`src/rtl/regfile_writeback_if.sv`:
```
// Writeback bus bundle: result producers, issue/decode queries and the register-file write port.
// The slave modport is the writeback block's view; the master modport is the surrounding core.
interface regfile_writeback_if #(
    parameter int unsigned XLEN = 32
);
    logic            alu_valid;
    logic [4:0]      alu_rd;
    logic [XLEN-1:0] alu_data;

    logic            lsu_valid;
    logic            lsu_ready;
    logic [4:0]      lsu_rd;
    logic [XLEN-1:0] lsu_data;

    logic            mdu_valid;
    logic            mdu_ready;
    logic [4:0]      mdu_rd;
    logic [XLEN-1:0] mdu_data;

    logic            issue_valid;
    logic [4:0]      issue_rd;
    logic [4:0]      q_rs1;
    logic [4:0]      q_rs2;
    logic            hazard;
    logic [31:0]     pending;

    logic            wb_en;
    logic [4:0]      wb_rd;
    logic [XLEN-1:0] wb_data;

    logic            fwd1_valid;
    logic            fwd2_valid;
    logic [XLEN-1:0] fwd1_data;
    logic [XLEN-1:0] fwd2_data;

    modport slave (
        input  alu_valid, alu_rd, alu_data,
        input  lsu_valid, lsu_rd, lsu_data,
        input  mdu_valid, mdu_rd, mdu_data,
        input  issue_valid, issue_rd, q_rs1, q_rs2,
        output lsu_ready, mdu_ready, hazard, pending,
        output wb_en, wb_rd, wb_data,
        output fwd1_valid, fwd2_valid, fwd1_data, fwd2_data
    );

    modport master (
        output alu_valid, alu_rd, alu_data,
        output lsu_valid, lsu_rd, lsu_data,
        output mdu_valid, mdu_rd, mdu_data,
        output issue_valid, issue_rd, q_rs1, q_rs2,
        input  lsu_ready, mdu_ready, hazard, pending,
        input  wb_en, wb_rd, wb_data,
        input  fwd1_valid, fwd2_valid, fwd1_data, fwd2_data
    );
endinterface

```
`src/rtl/regfile_writeback.sv`:
```
// Writeback arbiter (ALU > round-robin LSU/MDU) with in-flight destination scoreboard.
// Optional decode bypass from the registered write port is built when WB_BYPASS_EN is defined.
module regfile_writeback #(
    parameter int unsigned XLEN = 32
) (
    input logic                clk_i,
    input logic                rst_ni,
    regfile_writeback_if.slave bus
);

    typedef enum logic {GrantLsu, GrantMdu} grant_e;

    grant_e          rr_last_q, rr_last_d;
    logic            wb_en_q, wb_en_d;
    logic [4:0]      wb_rd_q, wb_rd_d;
    logic [XLEN-1:0] wb_data_q, wb_data_d;
    logic [31:0]     pending_q, pending_d;

    logic lsu_ready, mdu_ready;
    logic lsu_hs, mdu_hs;

    // Readies are forced low in reset so producers never see a handshake that gets squashed.
    always_comb begin
        lsu_ready = rst_ni && !bus.alu_valid && (!bus.mdu_valid || rr_last_q == GrantMdu);
        mdu_ready = rst_ni && !bus.alu_valid && (!bus.lsu_valid || rr_last_q == GrantLsu);
        lsu_hs    = bus.lsu_valid && lsu_ready;
        mdu_hs    = bus.mdu_valid && mdu_ready;
    end

    assign bus.lsu_ready = lsu_ready;
    assign bus.mdu_ready = mdu_ready;

    always_comb begin
        wb_en_d   = 1'b0;
        wb_rd_d   = wb_rd_q;
        wb_data_d = wb_data_q;
        rr_last_d = rr_last_q;
        if (bus.alu_valid) begin
            wb_en_d   = (bus.alu_rd != 5'd0);
            wb_rd_d   = bus.alu_rd;
            wb_data_d = bus.alu_data;
        end else if (lsu_hs) begin
            wb_en_d   = (bus.lsu_rd != 5'd0);
            wb_rd_d   = bus.lsu_rd;
            wb_data_d = bus.lsu_data;
            rr_last_d = GrantLsu;
        end else if (mdu_hs) begin
            wb_en_d   = (bus.mdu_rd != 5'd0);
            wb_rd_d   = bus.mdu_rd;
            wb_data_d = bus.mdu_data;
            rr_last_d = GrantMdu;
        end
    end

    // Set is applied after the clears: a same-cycle issue is a newer op and must stay pending.
    always_comb begin
        pending_d = pending_q;
        if (lsu_hs) begin
            pending_d[bus.lsu_rd] = 1'b0;
        end
        if (mdu_hs) begin
            pending_d[bus.mdu_rd] = 1'b0;
        end
        if (bus.issue_valid) begin
            pending_d[bus.issue_rd] = 1'b1;
        end
        pending_d[0] = 1'b0;
    end

    always_ff @(posedge clk_i) begin
        if (!rst_ni) begin
            rr_last_q <= GrantMdu;
            wb_en_q   <= 1'b0;
            wb_rd_q   <= 5'd0;
            wb_data_q <= '0;
            pending_q <= 32'd0;
        end else begin
            rr_last_q <= rr_last_d;
            wb_en_q   <= wb_en_d;
            wb_rd_q   <= wb_rd_d;
            wb_data_q <= wb_data_d;
            pending_q <= pending_d;
        end
    end

    assign bus.hazard  = (bus.q_rs1 != 5'd0 && pending_q[bus.q_rs1])
                      || (bus.q_rs2 != 5'd0 && pending_q[bus.q_rs2])
                      || (bus.issue_valid && bus.issue_rd != 5'd0 && pending_q[bus.issue_rd]);
    assign bus.pending = pending_q;
    assign bus.wb_en   = wb_en_q;
    assign bus.wb_rd   = wb_rd_q;
    assign bus.wb_data = wb_data_q;

`ifdef WB_BYPASS_EN
    assign bus.fwd1_valid = wb_en_q && (wb_rd_q == bus.q_rs1);
    assign bus.fwd2_valid = wb_en_q && (wb_rd_q == bus.q_rs2);
    assign bus.fwd1_data  = wb_data_q;
    assign bus.fwd2_data  = wb_data_q;
`else
    assign bus.fwd1_valid = 1'b0;
    assign bus.fwd2_valid = 1'b0;
    assign bus.fwd1_data  = '0;
    assign bus.fwd2_data  = '0;
`endif

endmodule

```
`src/flat_wrapper.sv`:
```
// flat-port wrapper written by rule: the top's interface ports become plain ports
module regfile_writeback_flat 
#(
    parameter int unsigned XLEN = 32
)
  (clk_i, rst_ni, bus_alu_valid, bus_alu_rd, bus_alu_data, bus_lsu_valid, bus_lsu_rd, bus_lsu_data, bus_mdu_valid, bus_mdu_rd, bus_mdu_data, bus_issue_valid, bus_issue_rd, bus_q_rs1, bus_q_rs2, bus_lsu_ready, bus_mdu_ready, bus_hazard, bus_pending, bus_wb_en, bus_wb_rd, bus_wb_data, bus_fwd1_valid, bus_fwd2_valid, bus_fwd1_data, bus_fwd2_data);
  regfile_writeback_if #(.XLEN(XLEN)) bus_i ();
  input logic clk_i;
  input logic rst_ni;
  input wire logic [$bits(bus_i.alu_valid)-1:0] bus_alu_valid;
  input wire logic [$bits(bus_i.alu_rd)-1:0] bus_alu_rd;
  input wire logic [$bits(bus_i.alu_data)-1:0] bus_alu_data;
  input wire logic [$bits(bus_i.lsu_valid)-1:0] bus_lsu_valid;
  input wire logic [$bits(bus_i.lsu_rd)-1:0] bus_lsu_rd;
  input wire logic [$bits(bus_i.lsu_data)-1:0] bus_lsu_data;
  input wire logic [$bits(bus_i.mdu_valid)-1:0] bus_mdu_valid;
  input wire logic [$bits(bus_i.mdu_rd)-1:0] bus_mdu_rd;
  input wire logic [$bits(bus_i.mdu_data)-1:0] bus_mdu_data;
  input wire logic [$bits(bus_i.issue_valid)-1:0] bus_issue_valid;
  input wire logic [$bits(bus_i.issue_rd)-1:0] bus_issue_rd;
  input wire logic [$bits(bus_i.q_rs1)-1:0] bus_q_rs1;
  input wire logic [$bits(bus_i.q_rs2)-1:0] bus_q_rs2;
  output wire logic [$bits(bus_i.lsu_ready)-1:0] bus_lsu_ready;
  output wire logic [$bits(bus_i.mdu_ready)-1:0] bus_mdu_ready;
  output wire logic [$bits(bus_i.hazard)-1:0] bus_hazard;
  output wire logic [$bits(bus_i.pending)-1:0] bus_pending;
  output wire logic [$bits(bus_i.wb_en)-1:0] bus_wb_en;
  output wire logic [$bits(bus_i.wb_rd)-1:0] bus_wb_rd;
  output wire logic [$bits(bus_i.wb_data)-1:0] bus_wb_data;
  output wire logic [$bits(bus_i.fwd1_valid)-1:0] bus_fwd1_valid;
  output wire logic [$bits(bus_i.fwd2_valid)-1:0] bus_fwd2_valid;
  output wire logic [$bits(bus_i.fwd1_data)-1:0] bus_fwd1_data;
  output wire logic [$bits(bus_i.fwd2_data)-1:0] bus_fwd2_data;
  assign bus_i.alu_valid = bus_alu_valid;
  assign bus_i.alu_rd = bus_alu_rd;
  assign bus_i.alu_data = bus_alu_data;
  assign bus_i.lsu_valid = bus_lsu_valid;
  assign bus_i.lsu_rd = bus_lsu_rd;
  assign bus_i.lsu_data = bus_lsu_data;
  assign bus_i.mdu_valid = bus_mdu_valid;
  assign bus_i.mdu_rd = bus_mdu_rd;
  assign bus_i.mdu_data = bus_mdu_data;
  assign bus_i.issue_valid = bus_issue_valid;
  assign bus_i.issue_rd = bus_issue_rd;
  assign bus_i.q_rs1 = bus_q_rs1;
  assign bus_i.q_rs2 = bus_q_rs2;
  assign bus_lsu_ready = bus_i.lsu_ready;
  assign bus_mdu_ready = bus_i.mdu_ready;
  assign bus_hazard = bus_i.hazard;
  assign bus_pending = bus_i.pending;
  assign bus_wb_en = bus_i.wb_en;
  assign bus_wb_rd = bus_i.wb_rd;
  assign bus_wb_data = bus_i.wb_data;
  assign bus_fwd1_valid = bus_i.fwd1_valid;
  assign bus_fwd2_valid = bus_i.fwd2_valid;
  assign bus_fwd1_data = bus_i.fwd1_data;
  assign bus_fwd2_data = bus_i.fwd2_data;
  regfile_writeback #(.XLEN(XLEN)) u_core (.clk_i(clk_i), .rst_ni(rst_ni), .bus(bus_i));
endmodule
```
`config.mk`:
```
export PLATFORM = sky130hd
export DESIGN_NAME = regfile_writeback_flat
export DESIGN_NICKNAME = d
export VERILOG_FILES = /design/src/rtl/regfile_writeback_if.sv /design/src/rtl/regfile_writeback.sv /design/src/flat_wrapper.sv
export SDC_FILE = /design/constraint.sdc
export NUM_CORES = 1
export LEC_CHECK = 0
export BUFFER_PORTS_ARGS = -buffer_cell sky130_fd_sc_hd__buf_4
export CAP_MARGIN = 20
export CORE_AREA = 2 2 104 106
export CTS_BUF_LIST = sky130_fd_sc_hd__clkbuf_4 sky130_fd_sc_hd__clkbuf_8
export DETAILED_ROUTE_END_ITERATION = 12
export DIE_AREA = 0 0 106 108
export PLACE_DENSITY_LB_ADDON = 0.08
export SETUP_SLACK_MARGIN = 0.4
export SKIP_LAST_GASP = 1
export SLEW_MARGIN = 20
export SYNTH_ARGS = -nofsm -noshare
export SYNTH_HDL_FRONTEND = slang
export SYNTH_SLANG_ARGS = --single-unit
```
`constraint.sdc`:
```
create_clock -name clk_i -period 6.1 [get_ports clk_i]
set_input_delay 0.915 -clock clk_i [delete_from_list [all_inputs] [get_ports clk_i]]
set_output_delay 0.915 -clock clk_i [all_outputs]
set_load 0.01 [all_outputs]
```
==> key figures, run 1 <==
Status
  • Run status: complete, no violations

Timing
  • Worst Slack Setup Final: 2433 ps
  • Share of the clock period used by the worst path: 60.11%
  • Tmin final: approximately 3700 ps
  • Actual transition at the worst max-transition pin: 983.8 ps
  • Setup TNS: 0 ps
  • Worst Clk Skew: 3.565 ps
  • Setup repair after global routing missed its margin: no
  • Achievable clock frequency: 0.2727 GHz
  • # setup viols final: 0
  • Relative max-transition margin: approximately 34%
  • Tightest hold margin: 457.1 ps
  • Final Hold Viols: 0
  • Final Slew Violations: 0

Synthesis
  • Main area contributors after synthesis: sky130_fd_sc_hd__dfxtp_1 (27%), sky130_fd_sc_hd__buf_4 (10%), sky130_fd_sc_hd__a21oi_1 (6.8%)
  • Fraction of the yosys area taken by sequential cells: 27.28%
  • Synth Register Bits: 70
  • Cell variety after synth: 50
  • Syn Inst Count: 633
  • Count of flip-flops with a built-in enable after synthesis: 0
  • Average cell area after synthesis: just over 8 sq um
  • Share of flip-flops with an asynchronous set or reset: 0%
  • Library cell with the largest summed area after synthesis: sky130_fd_sc_hd__dfxtp_1
  • Most common library cells after synthesis: sky130_fd_sc_hd__nand2_1 (72), sky130_fd_sc_hd__buf_4 (71), sky130_fd_sc_hd__a21oi_1 (70), sky130_fd_sc_hd__dfxtp_1 (70), sky130_fd_sc_hd__nor2_1 (35)
  • Prevailing post-synth register cell: sky130_fd_sc_hd__dfxtp_1
  • Share of the synthesized area in the top cell type: 27.28%
  • Mapped cell area: 5136 sq um
  • Cell with the most instances after synthesis: sky130_fd_sc_hd__nand2_1
  • Number of warnings issued by yosys: 0

Placement
  • Final weighted congestion in routability-driven placement: 0.9433
  • Dpl cell area: roughly 6400 sq um
  • Count of buffers from port buffering: 203
  • Placement Setup Slack: between 2000 and 2500 ps
  • Total half-perimeter wirelength after legalization and detailed placement: 12550 um

Job
  • # Max-Cap Violations: 0

Clock tree
  • TritonCTS clock tree: built
  • Bufs on Longest Clock Path: 2
  • Clock buffer count from CTS: 9
  • Hold-fix buffer count after cts: 0
  • Post-cts repair resize count: 0
  • CTS root buf: sky130_fd_sc_hd__clkbuf_8
  • CTS clk-pin slew, worst paths: about 70 ps
  • Postcts setup bufs: 0
  • TritonCTS Sinks: 70
  • Max H-tree Level: 3
  • Clock latency on the worst-skew pair: 360 ps

Power and ir drop
  • Clock Power Share: 33.4%
  • Total power per unit cell area: 177.1 nW/um^2
  • Cell leakage power: 2.879 nW
  • Cell internal pwr: roughly 830 uW
  • Worst-case vdd ir drop: 0.00009927 V
  • Share of power burned in combinational logic: 24.3%
  • Net switching fraction of the power: ~29%
  • Reported net switching power: ~340 uW
  • Share of power burned in registers: 42.2%

GRT
  • Grt ovf: 0
  • Via count of the first global-routing pass: 4987
  • Fraction of met2 tracks used by global routing: 48.99%
  • Total GRT Usage: between 20% and 30%
  • Wire length of the first global-routing pass: 25400 um
  • Met3 GRT Util: 6.872%
  • Antenna violations before repair: 0
  • GRT Max-Usage Layer: met2
  • Met1 layer usage reported by global route: 32.90%
  • Pin count of the biggest net entering global routing: 61

Die
  • Boundary pin count: around 270
  • Die X: between 100 and 150 um
  • Die height: 108 um
  • Area of the core region: 10230 sq um
  • Initial cell density of the core: 50.20%
  • # rows: 37
  • Die Footprint: 11450 sq um

Setup path
  • Endpoint class of the critical path: output pin
  • Arrival time at the worst endpoint: 2750 ps
  • Crit Reg-Reg Endpoint: u_core.bus.pending[10]$_SDFF_PN0_
  • Worst R2R Start: u_core.rr_last_q$_SDFFE_PN1P_
  • Critical path data required time: between 5000 and 6000 ps
  • Classification of the worst setup path: input pin to output pin
  • Sort of element at the start of the critical path: input pin
  • Logic depth of the worst register-to-register path: 5
  • Maximum fanout encountered on the critical timing path: 21
  • Reg-to-reg setup timing slack: 3950 ps

Finish
  • Layout-stage area growth over the synthesis result: 28.57%
  • Total number of nets in the final design: 937
  • Proportion of layout cells with a drive suffix above 1: 31.36%
  • Number of fillers in the final layout: 916
  • ANT cells: 0
  • Cell area after layout: between 6000 and 7000 sq um

Hold path
  • End point of the worst hold path: u_core.bus.wb_data[31]$_SDFFE_PN0P_
  • Class of the most critical hold timing path: flop to flop
  • Startpoint of the most critical hold path: u_core.bus.wb_data[31]$_SDFFE_PN0P_
  • Cell count of the worst hold path: 2

Detailed routing
  • Via Count: 5307
  • Mean routed wirelength per cell: 17.60 um
  • Count of unresolved DRC violations after routing: 0
  • Average via count per standard cell: between 5 and 6
  • Violation count after the first detailed-route iteration: 379
  • First-pass DRT Iterations: 5
  • Final antenna-violating net count: 0
  • Total Routed Length: 16650 um
-- logic make-up after synthesis --
group	synth area share, %
other cells	0.07301
flops	27.28
simple gates	19.39
buf+inv	13.91
compound gates	24.82
mux	14.52
-- power groups by stage --
stage	logic, mW	clock network (mW)	registers (mW)
2_1_floorplan	0.172	0	0.510
3_3_place_gp	0.277	0	0.503
3_5_place_dp	0.283	0	0.503
4_1_cts	0.283	0.398	0.493
5_1_grt	0.309	0.419	0.496
6_report	0.285	0.391	0.494
-- area by class of cell --
| class | instances | area (sq um) | area share, % |
|---|---|---|---|
| Tap cell | 136 | 170.2 | 2.577 |
| Timing Repair Buffer | 205 | 1539 | 23.30 |
| Clock inverter | 4 | 45.04 | 0.6821 |
| Sequential cell | 70 | 1401 | 21.22 |
| Clock buffer | 12 | 158.9 | 2.406 |
| Multi-Input combinational cell | 515 | 3274 | 49.58 |
| Inverter | 4 | 15.01 | 0.2274 |
-- worst max-delay path: stages --
cell and delay [ps]:
sky130_fd_sc_hd__buf_4 250, sky130_fd_sc_hd__mux4_1 590, sky130_fd_sc_hd__mux2_2 290, sky130_fd_sc_hd__a22oi_2 130, sky130_fd_sc_hd__o22ai_1 110, sky130_fd_sc_hd__a211o_1 310, sky130_fd_sc_hd__buf_4 150
-- cell usage in the layout (no fill, tap or decap), drive strengths merged, types with 5 or more instances in the layout --
cell type    n
buf        205
nand2       72
a21oi       70
dfxtp       70
conb        67
nor2        35
nand2b      28
o21ai       25
a22oi       22
o21a        20
a21o        20
mux2i       19
o211ai      19
mux2        19
mux4        15
clkbuf      12
o221ai      11
or2          8
nand3b       7
nor2b        7
nand3        7
nand4        6
o22ai        5
or3b         5
-- per-layer routing --
| metal | vias to the layer above | share of wire (%) |
|---|---|---|
| li1 | 2486 | - |
| met1 | 2481 | 39 |
| met2 | 308 | 49 |
| met3 | 32 | 9.3 |
| met4 | 0 | 2.8 |
| met5 | - | 0 |
-- worst max path at each step --
| stage | end | startpoint |
|---|---|---|
| 6_report | bus_hazard | bus_issue_rd[0] |
| 4_1_cts | bus_hazard | bus_issue_rd[0] |
| 5_1_grt | bus_hazard | bus_issue_rd[0] |
| 3_5_place_dp | bus_hazard | bus_issue_rd[0] |
| 2_1_floorplan | bus_hazard | bus_q_rs1[0] |
| 3_3_place_gp | bus_hazard | bus_issue_rd[0] |
-- metrics by stage --
| stage | util (%) | cells | power, mW |
|---|---|---|---|
| after global routing | 64.55 | 946 | 1.224 |
| after detailed placement | 62.55 | 930 | 0.7857 |
| final | 64.55 | 946 | 1.170 |
| after global placement | 62.55 | 930 | 0.7800 |
| after floorplan | - | 699 | 0.6826 |
| after CTS | 64.55 | 946 | 1.175 |
-- registers in the layout, summed over array words and instances (netlist names) --
register and cells:
u_core.bus.wb_data 32, u_core.bus.pending 31, u_core.bus.wb_rd 5, u_core.bus.wb_en 1
u_core.rr_last_q 1
No activity file was read; power rests on OpenSTA's default activity.
==> inputs of run 2 (changes only) <==
Settings changed: ABC_AREA from default to 1, CORE_AREA 2 2 104 106 to 2 2 109 111, DIE_AREA 0 0 106 108 to 0 0 111 113.
Clock period 6.1 ns to 3.8 ns, I/O delays scaled along.
==> run 2 against run 1 <==
Clock skew increased by 3.2 ps. Combinational power grew 68%. Core utilization down 4.8 points. Non-clock buffer count grew 1. Synthesized cell count up 33%.
==> key figures, run 2 <==
Synthesis
  • Syn Inst Count: 842
  • Share of the synthesized area in the top cell type: 26.90%
  • Number of warnings issued by yosys: 0
  • Count of flip-flops with a built-in enable after synthesis: 0
  • Mapped cell area: ~5200 sq um
  • Main area contributors after synthesis: sky130_fd_sc_hd__dfxtp_1 (27%), sky130_fd_sc_hd__nand2_1 (18%), sky130_fd_sc_hd__buf_4 (10%)
  • Library cell with the largest summed area after synthesis: sky130_fd_sc_hd__dfxtp_1
  • Fraction of the yosys area taken by sequential cells: 26.90%
  • Synth Register Bits: 70
  • Prevailing post-synth register cell: sky130_fd_sc_hd__dfxtp_1
  • Average cell area after synthesis: 6.188 sq um
  • Share of flip-flops with an asynchronous set or reset: 0%
  • Most common library cells after synthesis: sky130_fd_sc_hd__nand2_1 (251), sky130_fd_sc_hd__inv_1 (84), sky130_fd_sc_hd__buf_4 (71)
  • Cell with the most instances after synthesis: sky130_fd_sc_hd__nand2_1
  • Cell variety after synth: 31

Die
  • Die Footprint: 12540 sq um
  • Die height: 113 um
  • Die X: 111 um
  • # rows: 39
  • Area of the core region: 11270 sq um
  • Initial cell density of the core: a little under half
  • Boundary pin count: 271

Clock tree
  • TritonCTS clock tree: built
  • Clock buffer count from CTS: 9
  • Post-cts repair resize count: 0
  • CTS root buf: sky130_fd_sc_hd__clkbuf_8
  • Postcts setup bufs: 0
  • Hold-fix buffer count after cts: 0
  • TritonCTS Sinks: 70
  • Max H-tree Level: 3
  • CTS clk-pin slew, worst paths: 80 ps
  • Clock latency on the worst-skew pair: 350 ps
  • Bufs on Longest Clock Path: 2

Timing
  • Share of the clock period used by the worst path: between 70% and 80%
  • Final Slew Violations: 0
  • Worst Clk Skew: 6.738 ps
  • # setup viols final: 0
  • Relative max-transition margin: around 36%
  • Tmin final: 2699 ps
  • Setup TNS: 0 ps
  • Setup repair after global routing missed its margin: no
  • Achievable clock frequency: 0.3705 GHz
  • Actual transition at the worst max-transition pin: 959.8 ps
  • Final Hold Viols: 0

Hold path
  • Class of the most critical hold timing path: input pin to flop

Setup path
  • Sort of element at the start of the critical path: input pin
  • Critical path data required time: 3230 ps
  • Arrival time at the worst endpoint: 2130 ps
  • Reg-to-reg setup timing slack: 1770 ps
  • Classification of the worst setup path: input pin to output pin
  • Maximum fanout encountered on the critical timing path: 5
  • Endpoint class of the critical path: output pin

Detailed routing
  • Violation count after the first detailed-route iteration: 575
  • Average via count per standard cell: 5.104
  • Mean routed wirelength per cell: 15.07 um
  • Total Routed Length: ~18000 um
  • Final antenna-violating net count: 0
  • Via Count: a little under 6000
  • Count of unresolved DRC violations after routing: 0
  • First-pass DRT Iterations: 5

Finish
  • Layout-stage area growth over the synthesis result: 29.35%
  • Proportion of layout cells with a drive suffix above 1: 22.61%
  • Sequential Area: 1401 sq um
  • Area used by multi-input combinational logic: 3055 sq um
  • Flip-flop count of the largest register after layout: 32
  • Top library cells by usage in the layout, fill and taps aside: sky130_fd_sc_hd__nand2_1 (251), sky130_fd_sc_hd__buf_4 (206), sky130_fd_sc_hd__inv_1 (84)
  • Commonest non-fill, non-tap cell in the layout: sky130_fd_sc_hd__nand2_1
  • Cell Count, Final, Fillers Out: 1169
  • Number of fillers in the final layout: ~1200
  • ANT cells: 0
  • Total number of nets in the final design: 1154

Placement
  • Count of buffers from port buffering: a little over 200
  • Placed cells: 1154
  • Final weighted congestion in routability-driven placement: 0.9631
  • Total half-perimeter wirelength after legalization and detailed placement: roughly 14000 um

Power and ir drop
  • Worst-case vdd ir drop: 0.0001747 V
  • Cell leakage power: 3.351 nW
  • Total power per unit cell area: slightly below 300 nW/um^2
  • Total power of the final layout: 1.960 mW

GRT
  • Via count of the first global-routing pass: 5522
  • Grt ovf: 0
  • Total GRT Usage: a little over a quarter
  • Pin count of the biggest net entering global routing: 41
  • Antenna violations before repair: 0
  • Wire length of the first global-routing pass: 27570 um

Status
  • Run status: complete, no violations

Job
  • # Max-Cap Violations: 0
[run 2: final timing paths]
path / startpoint / end / cells past startpoint
min: bus_alu_data[3] / u_core.bus.wb_data[3]$_SDFFE_PN0P_ / 3
min reg2reg: u_core.bus.pending[3]$_SDFF_PN0_ / u_core.bus.pending[3]$_SDFF_PN0_ / 2
max reg2reg: u_core.rr_last_q$_SDFFE_PN1P_ / u_core.bus.pending[22]$_SDFF_PN0_ / 9
max: bus_issue_rd[4] / bus_hazard / 10
[run 2: cell type report]
| cell class | instances | share of cell area (%) |
|---|---|---|
| Tap cell | 143 | 2.655 |
| Multi-Input combinational cell | 647 | 45.34 |
| Sequential cell | 70 | 20.79 |
| Clock inverter | 3 | 1.003 |
| Clock buffer | 12 | 2.358 |
| Inverter | 88 | 4.902 |
| Timing Repair Buffer | 206 | 22.95 |
[run 2: cells by family after synthesis]
group	after synthesis	share of synthesized area (%)
buffers and inverters	191	19.21
AO/OA/AOI/OAI	200	22.36
other	1	0.07198
AND/OR/NAND/NOR	380	31.46
flip-flops	70	26.90
[run 2: critical path, cell delays in order]
cell and delay [ps]:
sky130_fd_sc_hd__buf_4 120, sky130_fd_sc_hd__inv_1 70, sky130_fd_sc_hd__nor3_1 560, sky130_fd_sc_hd__o21ai_0 310
sky130_fd_sc_hd__nand2_1 130, sky130_fd_sc_hd__nor2_1 50, sky130_fd_sc_hd__nand2_1 60, sky130_fd_sc_hd__nand2_1 70
sky130_fd_sc_hd__nand2_1 70, sky130_fd_sc_hd__buf_4 110
[run 2: layer usage]
layer	track usage (%)	wire (um)	vias to the layer above
li1	-	-	2996
met1	33.62	7347	2664
met2	46.50	8441	281
met3	6.320	1453	26
met4	9.000	369	0
met5	0	0	-
[run 2: stage by stage]
stage | hold WS, ps | setup WS, ps | util [%] | area [sq um]
CTS | 474.3 | 1131 | 59.78 | 6739
finish | 500.1 | 1101 | 59.78 | 6739
floorplan | 484.0 | 1641 | - | 5458
detailed placement | 524.8 | 793.2 | 57.78 | 6513
global route | 478.1 | 874.6 | 59.78 | 6739
global placement | 528.9 | 856.0 | 57.78 | 6513
[run 2: report_power, final]
group	leakage [nW]	internal (mW)	switching (mW)	total (mW)
Sequential	0.574	0.771	0.0223	0.793
Combinational	2.66	0.208	0.272	0.480
Clock	0.112	0.410	0.277	0.687
==> inputs of run 3 (changes only) <==
Clock period 3.8 ns to 2.5 ns, I/O delays scaled along.
==> run 3 against run 2 <==
Clock power increased by 40%. Critical path depth is 1 lower. First-iteration DRC count is 9.4% lower. Sequential power increased by 53%. Register-to-register slack worse by 1000 ps. Wire length increased by 6.1%. Final area is 3.5% higher. Worst setup slack got worse by 590 ps. Sequential share of layout area fell by 0.40 points. Core utilization increased by 2.1 points. Critical path type unchanged.
==> key figures, run 3 (synthesized netlist as in run 2, its figures left out) <==
Setup path
  • Critical path data required time: 2120 ps
  • Crit Reg-Reg Endpoint: u_core.bus.pending[19]$_SDFF_PN0_
  • Critical path, cell by cell: buf_4, nor3_1, nand2_1, nand2_1, nor2_1, nand2_1, nand2_1, nand2_1, buf_6
  • Reg-to-reg setup timing slack: 730 ps
  • Worst path slowest cell: sky130_fd_sc_hd__nor3_1
  • Classification of the worst setup path: input pin to output pin
  • Endpoint class of the critical path: output pin
  • Biggest cell delay along the critical path: between 400 and 500 ps
  • Most used cell along the critical path: sky130_fd_sc_hd__nand2_1
  • Arrival time at the worst endpoint: 1610 ps
  • Sort of element at the start of the critical path: input pin
  • Maximum fanout encountered on the critical timing path: 5
  • Logic depth of the worst register-to-register path: 8
  • Worst R2R Start: u_core.rr_last_q$_SDFFE_PN1P_

Timing
  • Tmin final: 1988 ps
  • # setup viols final: 0
  • Share of the clock period used by the worst path: just under 80%
  • Final Slew Violations: 0
  • Setup repair after global routing missed its margin: yes
  • Tightest hold margin: 283.0 ps
  • Final Hold Viols: 0
  • Actual transition at the worst max-transition pin: 668.2 ps
  • Relative max-transition margin: about 55%
  • Setup TNS: 0 ps
  • Worst Clk Skew: 6.680 ps
  • Achievable clock frequency: 0.5030 GHz

Die
  • Die X: 111 um
  • Initial cell density of the core: 46.22%
  • Area of the core region: approximately 11000 sq um
  • # rows: 39
  • Boundary pin count: 271
  • Die height: between 100 and 150 um
  • Die Footprint: 12540 sq um

Detailed routing
  • Count of unresolved DRC violations after routing: 0
  • Mean routed wirelength per cell: 15.64 um
  • Violation count after the first detailed-route iteration: 521
  • Total Routed Length: about 19000 um
  • Final antenna-violating net count: 0
  • Via Count: just over 6000
  • First-pass DRT Iterations: 6
  • Average via count per standard cell: roughly 5.2

Power and ir drop
  • Cell leakage power: 3.469 nW
  • Worst-case vdd ir drop: approximately 0.00027 V
  • Total power per unit cell area: 420.6 nW/um^2
  • Total power of the final layout: 2.934 mW

Finish
  • Cell area after layout: around 7000 sq um
  • Total number of nets in the final design: 1179
  • Top library cells by usage in the layout, fill and taps aside: sky130_fd_sc_hd__nand2_1 (248), sky130_fd_sc_hd__buf_4 (226), sky130_fd_sc_hd__conb_1 (67)
  • ANT cells: 0
  • Cell Count, Final, Fillers Out: 1195
  • Number of fillers in the final layout: 1123
  • Proportion of layout cells with a drive suffix above 1: 28.80%
  • Layout-stage area growth over the synthesis result: 33.91%
  • Flip-flop count of the largest register after layout: 32
  • Commonest non-fill, non-tap cell in the layout: sky130_fd_sc_hd__nand2_1

Hold path
  • Startpoint of the most critical hold path: bus_alu_data[31]
  • Class of the most critical hold timing path: input pin to flop
  • End point of the worst hold path: u_core.bus.wb_data[31]$_SDFFE_PN0P_
  • Cell count of the worst hold path: 3

Placement
  • Count of buffers from port buffering: 203
  • Total half-perimeter wirelength after legalization and detailed placement: 14480 um
  • Dpl cell area: 6625 sq um
  • Final weighted congestion in routability-driven placement: ~0.98
  • Placed cells: around 1200

GRT
  • Wire length of the first global-routing pass: 29120 um
  • Antenna violations before repair: 0
  • Grt ovf: 0
  • Total GRT Usage: 28.78%
  • Via count of the first global-routing pass: 5755
  • Pin count of the biggest net entering global routing: 40

Clock tree
  • TritonCTS clock tree: built
  • Bufs on Longest Clock Path: 2
  • Clock latency on the worst-skew pair: about 360 ps
  • Hold-fix buffer count after cts: 0
  • Clock buffer count from CTS: 9
  • CTS clk-pin slew, worst paths: 80 ps
  • CTS root buf: sky130_fd_sc_hd__clkbuf_8
  • TritonCTS Sinks: 70
  • Max H-tree Level: 3

Status
  • Run status: complete, no violations

Job
  • # Max-Cap Violations: 0
-- run 3: metrics by stage --
step	setup WS [ps]	utilization, %
final	511.8	61.89
after global routing	378.1	61.89
after CTS	401.2	60.65
after detailed placement	393.7	58.77
after global placement	393.9	58.77
after floorplan	731.4	-
-- run 3: worst max-delay path by stage --
stage | startpoint | endpoint | slack [ps] | depth (start not counted)
floorplan | bus_q_rs2[0] | bus_hazard | 730 | 14
CTS | bus_q_rs2[0] | bus_hazard | 400 | 15
global placement | bus_q_rs2[0] | bus_hazard | 390 | 14
global route | u_core.bus.pending[11]$_SDFF_PN0_ | bus_hazard | 380 | 11
detailed placement | bus_q_rs2[0] | bus_hazard | 390 | 14
finish | bus_issue_rd[4] | bus_hazard | 510 | 9
-- run 3: area by class of cell --
type | count | area (sq um) | area share [%]
sequential | 70 | 1423 | 20.39
timing repair buffer | 229 | 1734 | 24.86
tap | 143 | 178.9 | 2.565
clock inverter | 5 | 56.30 | 0.8070
clock buffer | 11 | 151.4 | 2.170
multi-input combinational | 647 | 3073 | 44.05
timing repair inverter | 2 | 15.01 | 0.2152
inverter | 88 | 345.3 | 4.950
-- run 3: critical path: cells and delay by family --
kind	cells	cell delay, ps
and+or+nand+nor	7	1020
buffers and inverters	2	230
-- run 3: repair_timing --
| item | 4_1_cts | 5_1_grt |
|---|---|---|
| pin swaps | 0 | 7 |
| cloned | 0 | 2 |
| resized for setup | 1 | 57 |
| buffers inserted | 0 | 8 |
| setup endpoints to repair | 1 | 1 |
-- run 3: report_power, final --
group / switching, mW / internal, mW
combinational: 0.428 / 0.338
clock: 0.447 / 0.515
sequential: 0.0350 / 1.17
total: 0.910 / 2.02
-- run 3: per-layer routing --
metal / wire, um / vias up / share of wire [%] / track usage, %
met1: 7382 / 2723 / 40 / 35.01
li1: - / 3050 / - / -
met4: 576 / 0 / 3.1 / 13.08
met5: 0 / - / 0 / 0
met2: 8933 / 343 / 48 / 48.55
met3: 1791 / 53 / 9.6 / 6.856
